File: src/rtl/uart_pkg.sv
// Shared definitions for the UART receive path: the sequencer state encoding,
// the layout of a FIFO entry and the encodings of the frame-format config fields.
package uart_pkg;

    localparam int OVS_DEFAULT = 16;

    // data bits per frame = DATA_BITS_BASE + data_bit_config
    localparam int DATA_BITS_BASE = 5;

    // parity_bit_config field positions
    localparam int PAR_EN_BIT  = 1;
    localparam int PAR_ODD_BIT = 0;

    localparam int ENTRY_W = 10;

    typedef enum logic [2:0] {
        ST_IDLE      = 3'd0,
        ST_START     = 3'd1,
        ST_DATA      = 3'd2,
        ST_PARITY    = 3'd3,
        ST_STOP1     = 3'd4,
        ST_STOP2     = 3'd5,
        ST_WAIT_HIGH = 3'd6
    } rx_state_e;

    typedef struct packed {
        logic [7:0] data;
        logic       frame_err;
        logic       parity_err;
    } rx_entry_t;

    // Index of the final data bit for a given data_bit_config value.
    function automatic logic [2:0] last_bit_idx(input logic [1:0] cfg);
        return 3'(DATA_BITS_BASE - 1) + {1'b0, cfg};
    endfunction

endpackage

File: src/rtl/uart_rx_fifo.sv
// Show-ahead receive FIFO holding completed frames with their error flags.
// A pop on the same cycle as a push into a full FIFO frees the slot being written.
module uart_rx_fifo
    import uart_pkg::*;
#(
    parameter int FIFO_DEPTH = 4
) (
    input  logic                        clk,
    input  logic                        rst_n,
    input  logic                        push,
    input  rx_entry_t                   push_data,
    input  logic                        pop,
    output rx_entry_t                   head,
    output logic                        empty,
    output logic                        full,
    output logic [$clog2(FIFO_DEPTH):0] count
);

    localparam int PTR_W = $clog2(FIFO_DEPTH);

    rx_entry_t        mem_q [FIFO_DEPTH];
    logic [PTR_W-1:0] wr_ptr_q, wr_ptr_d;
    logic [PTR_W-1:0] rd_ptr_q, rd_ptr_d;
    logic [PTR_W:0]   count_q, count_d;
    logic             pop_ok;
    logic             push_ok;

    assign empty   = (count_q == '0);
    assign full    = (count_q == (PTR_W+1)'(FIFO_DEPTH));
    assign pop_ok  = pop && !empty;
    assign push_ok = push && (!full || pop_ok);
    assign count   = count_q;
    assign head    = empty ? '0 : mem_q[rd_ptr_q];

    always_comb begin
        wr_ptr_d = wr_ptr_q;
        rd_ptr_d = rd_ptr_q;
        count_d  = count_q;
        if (push_ok) begin
            wr_ptr_d = wr_ptr_q + 1'b1;
        end
        if (pop_ok) begin
            rd_ptr_d = rd_ptr_q + 1'b1;
        end
        if (push_ok && !pop_ok) begin
            count_d = count_q + 1'b1;
        end else if (pop_ok && !push_ok) begin
            count_d = count_q - 1'b1;
        end
    end

    always_ff @(posedge clk or negedge rst_n) begin
        if (!rst_n) begin
            wr_ptr_q <= '0;
            rd_ptr_q <= '0;
            count_q  <= '0;
        end else begin
            wr_ptr_q <= wr_ptr_d;
            rd_ptr_q <= rd_ptr_d;
            count_q  <= count_d;
        end
    end

    // Storage needs no reset: the head is masked to zero while empty.
    always_ff @(posedge clk) begin
        if (push_ok) begin
            mem_q[wr_ptr_q] <= push_data;
        end
    end

endmodule

File: src/rtl/uart_rx_sequencer.sv
// Oversampling UART receiver: line synchroniser, baud prescaler and frame
// sequencer feeding a small FIFO of received characters with error flags.
module uart_rx_sequencer
    import uart_pkg::*;
#(
    parameter int OVS        = OVS_DEFAULT,
    parameter int FIFO_DEPTH = 4
) (
    input  logic        clk,
    input  logic        rst_n,
    input  logic [15:0] baud_div,
    input  logic        rx_port,
    input  logic [1:0]  data_bit_config,
    input  logic [1:0]  parity_bit_config,
    input  logic        stop_bit_config,
    input  logic        rd_en,
    output logic [7:0]  rd_data,
    output logic        rd_frame_err,
    output logic        rd_parity_err,
    output logic        rd_valid,
    output logic        overrun,
    input  logic        clr_overrun,
    output logic        busy
);

    localparam int CNT_W = $clog2(OVS);
    localparam logic [CNT_W-1:0] CNT_HALF = CNT_W'(OVS / 2 - 1);
    localparam logic [CNT_W-1:0] CNT_LAST = CNT_W'(OVS - 1);

    logic sync1_q, sync2_q;
    logic rx;

    always_ff @(posedge clk or negedge rst_n) begin
        if (!rst_n) begin
            sync1_q <= 1'b1;
            sync2_q <= 1'b1;
        end else begin
            sync1_q <= rx_port;
            sync2_q <= sync1_q;
        end
    end

    assign rx = sync2_q;

    logic [15:0] presc_q, presc_d;
    logic [15:0] div_m1;
    logic        tick;

    // >= rather than == so a divider lowered mid-count cannot strand the prescaler.
    assign div_m1  = (baud_div == 16'd0) ? 16'd0 : baud_div - 16'd1;
    assign tick    = (presc_q >= div_m1);
    assign presc_d = tick ? 16'd0 : presc_q + 16'd1;

    always_ff @(posedge clk or negedge rst_n) begin
        if (!rst_n) begin
            presc_q <= '0;
        end else begin
            presc_q <= presc_d;
        end
    end

    rx_state_e        state_q, state_d;
    logic [CNT_W-1:0] cnt_q, cnt_d;
    logic [2:0]       bit_cnt_q, bit_cnt_d;
    logic [7:0]       data_q, data_d;
    logic [1:0]       nbits_cfg_q, nbits_cfg_d;
    logic             par_en_q, par_en_d;
    logic             par_odd_q, par_odd_d;
    logic             two_stop_q, two_stop_d;
    logic             perr_q, perr_d;
    logic             push;
    rx_entry_t        push_entry;

    always_comb begin
        state_d     = state_q;
        cnt_d       = cnt_q;
        bit_cnt_d   = bit_cnt_q;
        data_d      = data_q;
        nbits_cfg_d = nbits_cfg_q;
        par_en_d    = par_en_q;
        par_odd_d   = par_odd_q;
        two_stop_d  = two_stop_q;
        perr_d      = perr_q;
        push        = 1'b0;
        // Reaching STOP2 implies STOP1 was good, so the current sample alone decides frame_err.
        push_entry  = '{data: data_q, frame_err: ~rx, parity_err: perr_q};

        if (tick) begin
            case (state_q)
                ST_IDLE: begin
                    if (!rx) begin
                        state_d     = ST_START;
                        cnt_d       = '0;
                        bit_cnt_d   = '0;
                        data_d      = '0;
                        perr_d      = 1'b0;
                        nbits_cfg_d = data_bit_config;
                        par_en_d    = parity_bit_config[PAR_EN_BIT];
                        par_odd_d   = parity_bit_config[PAR_ODD_BIT];
                        two_stop_d  = stop_bit_config;
                    end
                end
                ST_START: begin
                    if (cnt_q == CNT_HALF) begin
                        cnt_d   = '0;
                        state_d = rx ? ST_IDLE : ST_DATA;
                    end else begin
                        cnt_d = cnt_q + 1'b1;
                    end
                end
                ST_WAIT_HIGH: begin
                    if (rx) begin
                        state_d = ST_IDLE;
                    end
                end
                default: begin
                    if (cnt_q != CNT_LAST) begin
                        cnt_d = cnt_q + 1'b1;
                    end else begin
                        cnt_d = '0;
                        case (state_q)
                            ST_DATA: begin
                                data_d[bit_cnt_q] = rx;
                                if (bit_cnt_q == last_bit_idx(nbits_cfg_q)) begin
                                    state_d = par_en_q ? ST_PARITY : ST_STOP1;
                                end else begin
                                    bit_cnt_d = bit_cnt_q + 1'b1;
                                end
                            end
                            ST_PARITY: begin
                                perr_d  = (((^data_q) ^ rx) != par_odd_q);
                                state_d = ST_STOP1;
                            end
                            ST_STOP1: begin
                                if (two_stop_q && rx) begin
                                    state_d = ST_STOP2;
                                end else begin
                                    push    = 1'b1;
                                    state_d = rx ? ST_IDLE : ST_WAIT_HIGH;
                                end
                            end
                            ST_STOP2: begin
                                push    = 1'b1;
                                state_d = rx ? ST_IDLE : ST_WAIT_HIGH;
                            end
                            default: begin
                                state_d = ST_IDLE;
                            end
                        endcase
                    end
                end
            endcase
        end
    end

    always_ff @(posedge clk or negedge rst_n) begin
        if (!rst_n) begin
            state_q     <= ST_IDLE;
            cnt_q       <= '0;
            bit_cnt_q   <= '0;
            data_q      <= '0;
            nbits_cfg_q <= '0;
            par_en_q    <= 1'b0;
            par_odd_q   <= 1'b0;
            two_stop_q  <= 1'b0;
            perr_q      <= 1'b0;
        end else begin
            state_q     <= state_d;
            cnt_q       <= cnt_d;
            bit_cnt_q   <= bit_cnt_d;
            data_q      <= data_d;
            nbits_cfg_q <= nbits_cfg_d;
            par_en_q    <= par_en_d;
            par_odd_q   <= par_odd_d;
            two_stop_q  <= two_stop_d;
            perr_q      <= perr_d;
        end
    end

    rx_entry_t                   head;
    logic                        fifo_empty;
    logic                        fifo_full;
    logic [$clog2(FIFO_DEPTH):0] fifo_count;

    uart_rx_fifo #(
        .FIFO_DEPTH (FIFO_DEPTH)
    ) u_fifo (
        .clk       (clk),
        .rst_n     (rst_n),
        .push      (push),
        .push_data (push_entry),
        .pop       (rd_en),
        .head      (head),
        .empty     (fifo_empty),
        .full      (fifo_full),
        .count     (fifo_count)
    );

    logic overrun_q, overrun_d;
    logic overrun_set;

    // A read on the push cycle makes room, so only an unserviced full FIFO drops.
    assign overrun_set = push && fifo_full && !(rd_en && !fifo_empty);
    assign overrun_d   = overrun_set || (overrun_q && !clr_overrun);

    always_ff @(posedge clk or negedge rst_n) begin
        if (!rst_n) begin
            overrun_q <= 1'b0;
        end else begin
            overrun_q <= overrun_d;
        end
    end

    assign rd_data       = head.data;
    assign rd_frame_err  = head.frame_err;
    assign rd_parity_err = head.parity_err;
    assign rd_valid      = !fifo_empty;
    assign overrun       = overrun_q;
    assign busy          = (state_q != ST_IDLE);

endmodule

File: config.mk
export PLATFORM = sky130hd
export DESIGN_NAME = uart_rx_sequencer
export DESIGN_NICKNAME = d
export VERILOG_FILES = /design/src/rtl/uart_pkg.sv /design/src/rtl/uart_rx_fifo.sv /design/src/rtl/uart_rx_sequencer.sv
export SDC_FILE = /design/constraint.sdc
export NUM_CORES = 1
export LEC_CHECK = 0
export BUFFER_PORTS_ARGS = -buffer_cell sky130_fd_sc_hd__buf_2
export CAP_MARGIN = 10
export CORE_MARGIN = 5
export CORE_UTILIZATION = 50
export DETAILED_ROUTE_END_ITERATION = 12
export MAX_ROUTING_LAYER = met4
export PLACE_DENSITY = 0.77
export SETUP_SLACK_MARGIN = 0.1
export SYNTH_ARGS = -nofsm -noshare
export SYNTH_HDL_FRONTEND = slang
export SYNTH_SLANG_ARGS = --single-unit
File: constraint.sdc
create_clock -name clk -period 5.5 [get_ports clk]
set_input_delay 0.275 -clock clk [delete_from_list [all_inputs] [get_ports clk]]
set_output_delay 0.275 -clock clk [all_outputs]
set_load 0.005 [all_outputs]
==> impl_metrics.yaml, run 1 <==
run_status:
  outcome: "finished with violations"
  violations: "hold timing"
routing:
  routed_wl_mm: 9.139
  route.vias.total: 3370
  wl_per_cell_um: 14.98
  drc: 0
  drtAntennaViolNets: 0
  viasPerCell: 5.525
  drt-pass1-iter-count: 5
  drt-initial-drc-count: 205
place:
  finalWeightedCongestion: 0.8538
  portBuffers: 38
  place_hpwl_mm: 6.777
  pre_cts_slack_ps: 578.5
  dp_cells: 593
floorplanning:
  start_util_pct: 50.48
  fp.coreArea_um2: 9639
  die_area_um2: 11800
  dieWidth_um: 108.7
  rows: 36
  dieHeight_um: 108.7
  io_pins: 39
timing:
  fin_crit_ps: 4551
  setup-tns-final_ps: 0
  fin_hold_ws_ps: -0.7638
  min_period_over_period_pct: 82.74
  skew_ps: 14.16
  finalWorstSetupSlack_ps: 949.2
  setup_viol: 0
  relSlewSlack_pct: 45.92
  tightest_slew_ps: 799.9
  slew_viol_final: 0
  hold_violations: 2
  grt_setup_unrepaired: "no"
  max_freq_mhz: 219.7
critical_path:
  r2r_slack_ps: 2020
  worstSetupPathType: "primary input to flip-flop"
  crit_path_max_fanout: 7
  reg2reg_from: "presc_q[15]"
  cp-start-kind: "primary input"
  setup.worst_path.end: "u_fifo.count[2]"
  end_kind: "flip-flop"
  cp-startpoint: "baud_div[5]"
  worstPathRequired_ps: 5790
  crit_arrival_ps: 4840
  r2r-end: "u_fifo.count[2]"
  ff2ff_path_depth: 12
synthesis:
  ys_types: 52
  synth_top_area_cell: "dfrtp_1"
  synth_adder_area_share_pct: 7.097
  synth_compound_area_share_pct: 8.254
  synth_ff_type: "dfrtp_1"
  syn_nets: 488
  synthMuxAreaShare_pct: 7.585
  synth-seq-cells: 90
  synth-simple-area-share_pct: 16.28
  synth-seq-area-share_pct: 50.45
  synth.area.top_cells: "dfrtp_1 (25%), edfxtp_1 (25%), ha_1 (6.7%), mux4_2 (4.6%), xor2_1 (4.0%)"
  synth_xor_area_share_pct: 7.560
  synth_edf_count: 40
  avgSynthCellArea_um2: 11.19
  ys_async_sr_fraction_pct: 55.56
  netlist.area_leader.share_pct: 24.69
  synth_top_family_by_area: "simple AND/OR/NAND/NOR gates"
  ys_warn_count: 0
  synth_area_um2: 4866
  syn_inst: 435
cells_and_area:
  syn_to_final_growth_pct: 10.13
  insertedDiodeCount: 0
  layout_commonest_cell: "dfrtp_1"
  multi_input_area_um2: 2276
  seqCellArea_um2: 2455
  final_cell_mix: "dfrtp_1 (48), nor2_1 (43), edfxtp_1 (40)"
  num-fill-cells: 853
  drive_gt1_share_pct: 15.93
  nNetsFinal: 525
  fin_cells: 610
run:
  drv_cap: 0
pwr:
  power_density_nw_per_um2: 395.3
  leakagePower_nw: 2.243
  peakVddDrop_v: 0.0001552
cts:
  clkLatencyLatePin_ps: 360
  h-tree-depth: 3
  cts_buffers: 9
  clkTransAtPathRegs_ps: 90
  post_cts_resized: 0
  cts_tree: "built"
  post_cts_buffers: 0
  cts-root-to-sink-buffers: 2
  ctsHoldBuffers: 1
  clkSinkCount: 90
  cts_root_buf: "clkbuf_8"
global_routing:
  grt_max_degree: 51
  track_usage_pct: 17.30
  grt_pass1_vias: 3304
  grt_overflow: 0
  grt_pass1_wl_mm: 15.63
  antenna_found_initial: 0
worst_hold_path:
  min_path_type: "primary input to async pin"
## cell families (layout without fill, tap and decap cells)
family                     count (synthesis)  in the layout
xor gates and xnor gates                  42             42
and+or+nand+nor                          156            156
DFF                                       90             90
AOI/OAI and AO/OA                         65             65
muxes                                     23             23
buffers and inverters                     32             74
adders and majority gates                 27             27
## power by group
| group | internal (mW) | switching (mW) | total [mW] |
|---|---|---|---|
| Sequential | 0.804 | 0.192 | 0.996 |
| Combinational | 0.358 | 0.353 | 0.711 |
| Clock | 0.179 | 0.232 | 0.411 |
| Total | 1.34 | 0.777 | 2.12 |
## critical path, stage by stage
cell and delay [ps]:
buf_2 110, nor4_1 680, nand2_1 280, nor4_1 290
xor2_1 170, nand2_1 70, ha_1 290, nand4_1 130
nor3_2 230, or4b_1 510, and3_1 250, nor4b_4 410
ha_1 260, inv_1 60, fa_1 370, xor2_1 170
nor2_1 110, xor2_1 160
## how the worst min path moves through the flow
stage | depth (start not counted) | endpoint | slack [ps] | from
floorplan | 0 | bit_cnt_q[0] | -20 | rst_n
global placement | 0 | rx | 350 | sync1_q
detailed placement | 0 | rx | 350 | sync1_q
CTS | 2 | u_fifo.rd_ptr_q[0] | 40 | rst_n
global route | 2 | u_fifo.rd_ptr_q[0] | 60 | rst_n
finish | 2 | u_fifo.rd_ptr_q[1] | -0.8 | rst_n
## sequential cells by signal, indices dropped and copies added (netlist names), 2 cells and up
signal / cells
u_fifo.mem_q: 40
presc_q: 16
data_q: 8
cnt_q: 4
bit_cnt_q: 3
state_q: 3
u_fifo.count: 3
nbits_cfg_q: 2
u_fifo.rd_ptr_q: 2
u_fifo.wr_ptr_q: 2
## layout make-up
type	instances	share of cell area, %
timing repair buffer	42	4.156
sequential	90	45.81
inverter	16	1.121
clock inverter	5	0.7004
multi-input combinational	313	42.47
tap	133	3.105
clock buffer	11	2.638
## per-layer routing
metal | part of all wire, % | wire [um] | vias to the layer above | global-route usage [%]
met4 | 1.4 | 125 | 0 | 5.230
met2 | 52 | 4708 | 76 | 29.08
met1 | 43 | 3902 | 1638 | 21.45
met5 | 0 | 0 | - | -
met3 | 4.4 | 403 | 13 | 3.138
li1 | - | - | 1643 | -
## metrics by stage
| stage | area, um^2 | utilization (%) | power [mW] |
|---|---|---|---|
| after floorplan | 4866 | - | 1.512 |
| after global placement | 5170 | 53.63 | 1.688 |
| after detailed placement | 5170 | 53.63 | 1.728 |
| after CTS | 5359 | 55.59 | 2.138 |
| after global routing | 5359 | 55.59 | 2.286 |
| final | 5359 | 55.59 | 2.118 |
## Yosys cell counts, drive strengths merged (2+ instances only)
cell type,number
mux2i,2
o21a,2
dfstp,2
inv,16
and4,3
nor3,11
nand3,16
buf,3
xnor2,20
xor2,22
mux4,10
o31ai,4
a31oi,6
nor2b,3
a22o,3
clkbuf,13
o211ai,2
and2,15
o22ai,2
nor2,43
nand4,6
edfxtp,40
o21ai,21
nor4,4
dfrtp,48
or4,2
ha,26
mux2,11
nand2,36
and3,5
a21oi,16
nand2b,3
nor4b,2
a211oi,2
nand3b,3
or3,3
No activity file was read; power rests on OpenSTA's default activity.
==> run 2: changes to the inputs <==
--- a/config.mk
+++ b/config.mk
@@ -11,7 +11,7 @@
 export CORE_UTILIZATION = 50
 export DETAILED_ROUTE_END_ITERATION = 12
 export MAX_ROUTING_LAYER = met4
-export PLACE_DENSITY = 0.77
+export PLACE_DENSITY = 0.8
 export SETUP_SLACK_MARGIN = 0.1
 export SYNTH_ARGS = -nofsm -noshare
 export SYNTH_HDL_FRONTEND = slang
==> constraint.sdc (replaced) <==
create_clock -name clk -period 3.95 [get_ports clk]
set_input_delay 0.1975 -clock clk [delete_from_list [all_inputs] [get_ports clk]]
set_output_delay 0.1975 -clock clk [all_outputs]
set_load 0.005 [all_outputs]
==> impl_metrics.yaml, run 2 (same netlist as run 1, synthesis figures left out) <==
critical_path:
  end_kind: "flip-flop"
  crit_arrival_ps: 4060
  slowest_stage: "or4_4"
  max_stage_delay_ps: 550
  critPathBufInv: 3
  crit_path_max_fanout: 2
  worstPathCellList: "buf_6, or4_4, nor4_4, nand2b_1, buf_6, nor3_4, mux2i_1, ha_1, nand4_1, nor3_2, or4b_4, and3_4, nor4b_4, ha_2, inv_2, fa_2, xor2_1, nor2_1, xor2_1"
  worstSetupPathType: "primary input to flip-flop"
  crit_family: "simple AND/OR/NAND/NOR gates"
  worstPathRequired_ps: 4230
  cp-start-kind: "primary input"
floorplanning:
  start_util_pct: 50.48
  die_area_um2: 11800
  dieWidth_um: 108.7
  dieHeight_um: 108.7
  fp.coreArea_um2: 9639
  rows: 36
  io_pins: 39
cells_and_area:
  reg.largest.list: "u_fifo.mem_q x40, presc_q x16, data_q x8"
  layout_commonest_cell: "dfrtp_1"
  largest_register_ffs: 40
  drive_gt1_share_pct: 25.69
  seqCellArea_um2: 2455
  fin_cells: 643
  multi_input_area_um2: 2379
  insertedDiodeCount: 0
  syn_to_final_growth_pct: 18.23
  finish.utilization_pct: 59.68
  num-fill-cells: 791
  final_cell_mix: "dfrtp_1 (48), nor2_1 (41), edfxtp_1 (40)"
  top_register: "u_fifo.mem_q"
  design_area_um2: 5753
  nNetsFinal: 558
timing:
  relSlewSlack_pct: 52.58
  grt_setup_unrepaired: "yes"
  skew_ps: 11.77
  fin_hold_ws_ps: 25.45
  setup_viol: 0
  slew_viol_final: 0
  max_freq_mhz: 264.0
  hold_violations: 0
  tightest_slew_ps: 711.3
  fin_crit_ps: 3787
  min_period_over_period_pct: 95.88
cts:
  cts_buffers: 9
  cts_root_buf: "clkbuf_8"
  cts_tree: "built"
  h-tree-depth: 3
  clkLatencyLatePin_ps: 350
  cts-root-to-sink-buffers: 2
  clkSinkCount: 90
  clkTransAtPathRegs_ps: 90
pwr:
  p_total_mw: 3.066
  peakVddDrop_v: 0.0002145
  power_density_nw_per_um2: 532.9
  leakagePower_nw: 2.441
place:
  dp_cells: 619
  portBuffers: 38
  finalWeightedCongestion: 0.8619
  placed_area_um2: 5421
  place_hpwl_mm: 7.049
global_routing:
  grt_max_degree: 51
  grt_pass1_wl_mm: 16.26
  grt_pass1_vias: 3610
  antenna_found_initial: 0
  grt_overflow: 0
  track_usage_pct: 17.84
routing:
  wl_per_cell_um: 14.75
  viasPerCell: 5.432
  drt-pass1-iter-count: 4
  drtAntennaViolNets: 0
  drc: 0
  routed_wl_mm: 9.484
  route.vias.total: 3493
  drt-initial-drc-count: 254
run_status:
  outcome: "completed"
worst_hold_path:
  min_path_type: "primary input to flip-flop"
run:
  drv_cap: 0
## run 2: timing repair
item | 4_1_cts | 5_1_grt
hold endpoints to repair | 49 | 0
gates cloned | 0 | 0
buffers inserted | 3 | 3
hold buffers | 2 | 0
endpoints found under the setup margin | 2 | 42
resized for setup | 1 | 12
pin swaps | 6 | 2
## run 2: final timing paths
path	from	cells after the start	to	slack, ps
max in group asynchronous	rst_n	3	state_q[1]	3030
worst min-delay path	clr_overrun	2	overrun	30
worst min register to register	sync1_q	0	rx	380
worst max-delay path	baud_div[6]	19	u_fifo.count[2]	160
min in group asynchronous	rst_n	3	presc_q[9]	470
worst max register to register	presc_q[0]	14	u_fifo.count[2]	740
## run 2: per-layer routing
metal	GRT usage (%)	wire [um]	up-vias
li1	-	-	1703
met1	20.44	3870	1697
met2	31.77	5085	77
met3	3.256	362	16
met4	5.591	165	0
met5	-	0	-
## run 2: area by class of cell
cell class / count / area share [%]
clock buffers: 10 / 2.218
clock inverters: 6 / 1.261
inverters: 16 / 1.044
multi-input cells: 313 / 41.34
flip-flops and latches: 90 / 42.67
well taps: 133 / 2.893
repair buffers: 75 / 8.569
## run 2: power by group
| group | switching (mW) | internal [mW] |
|---|---|---|
| Clock | 0.329 | 0.300 |
| Sequential | 0.271 | 1.12 |
| Combinational | 0.505 | 0.543 |
## run 2: per-stage QoR
stage | setup TNS, ps | worst slack, ps
final | 0 | 162.8
after global routing | -51.33 | -51.33
after CTS | 0 | 101.5
after detailed placement | -7313 | -428.8
after global placement | -1338 | -284.0
after floorplan | -597.9 | -315.8
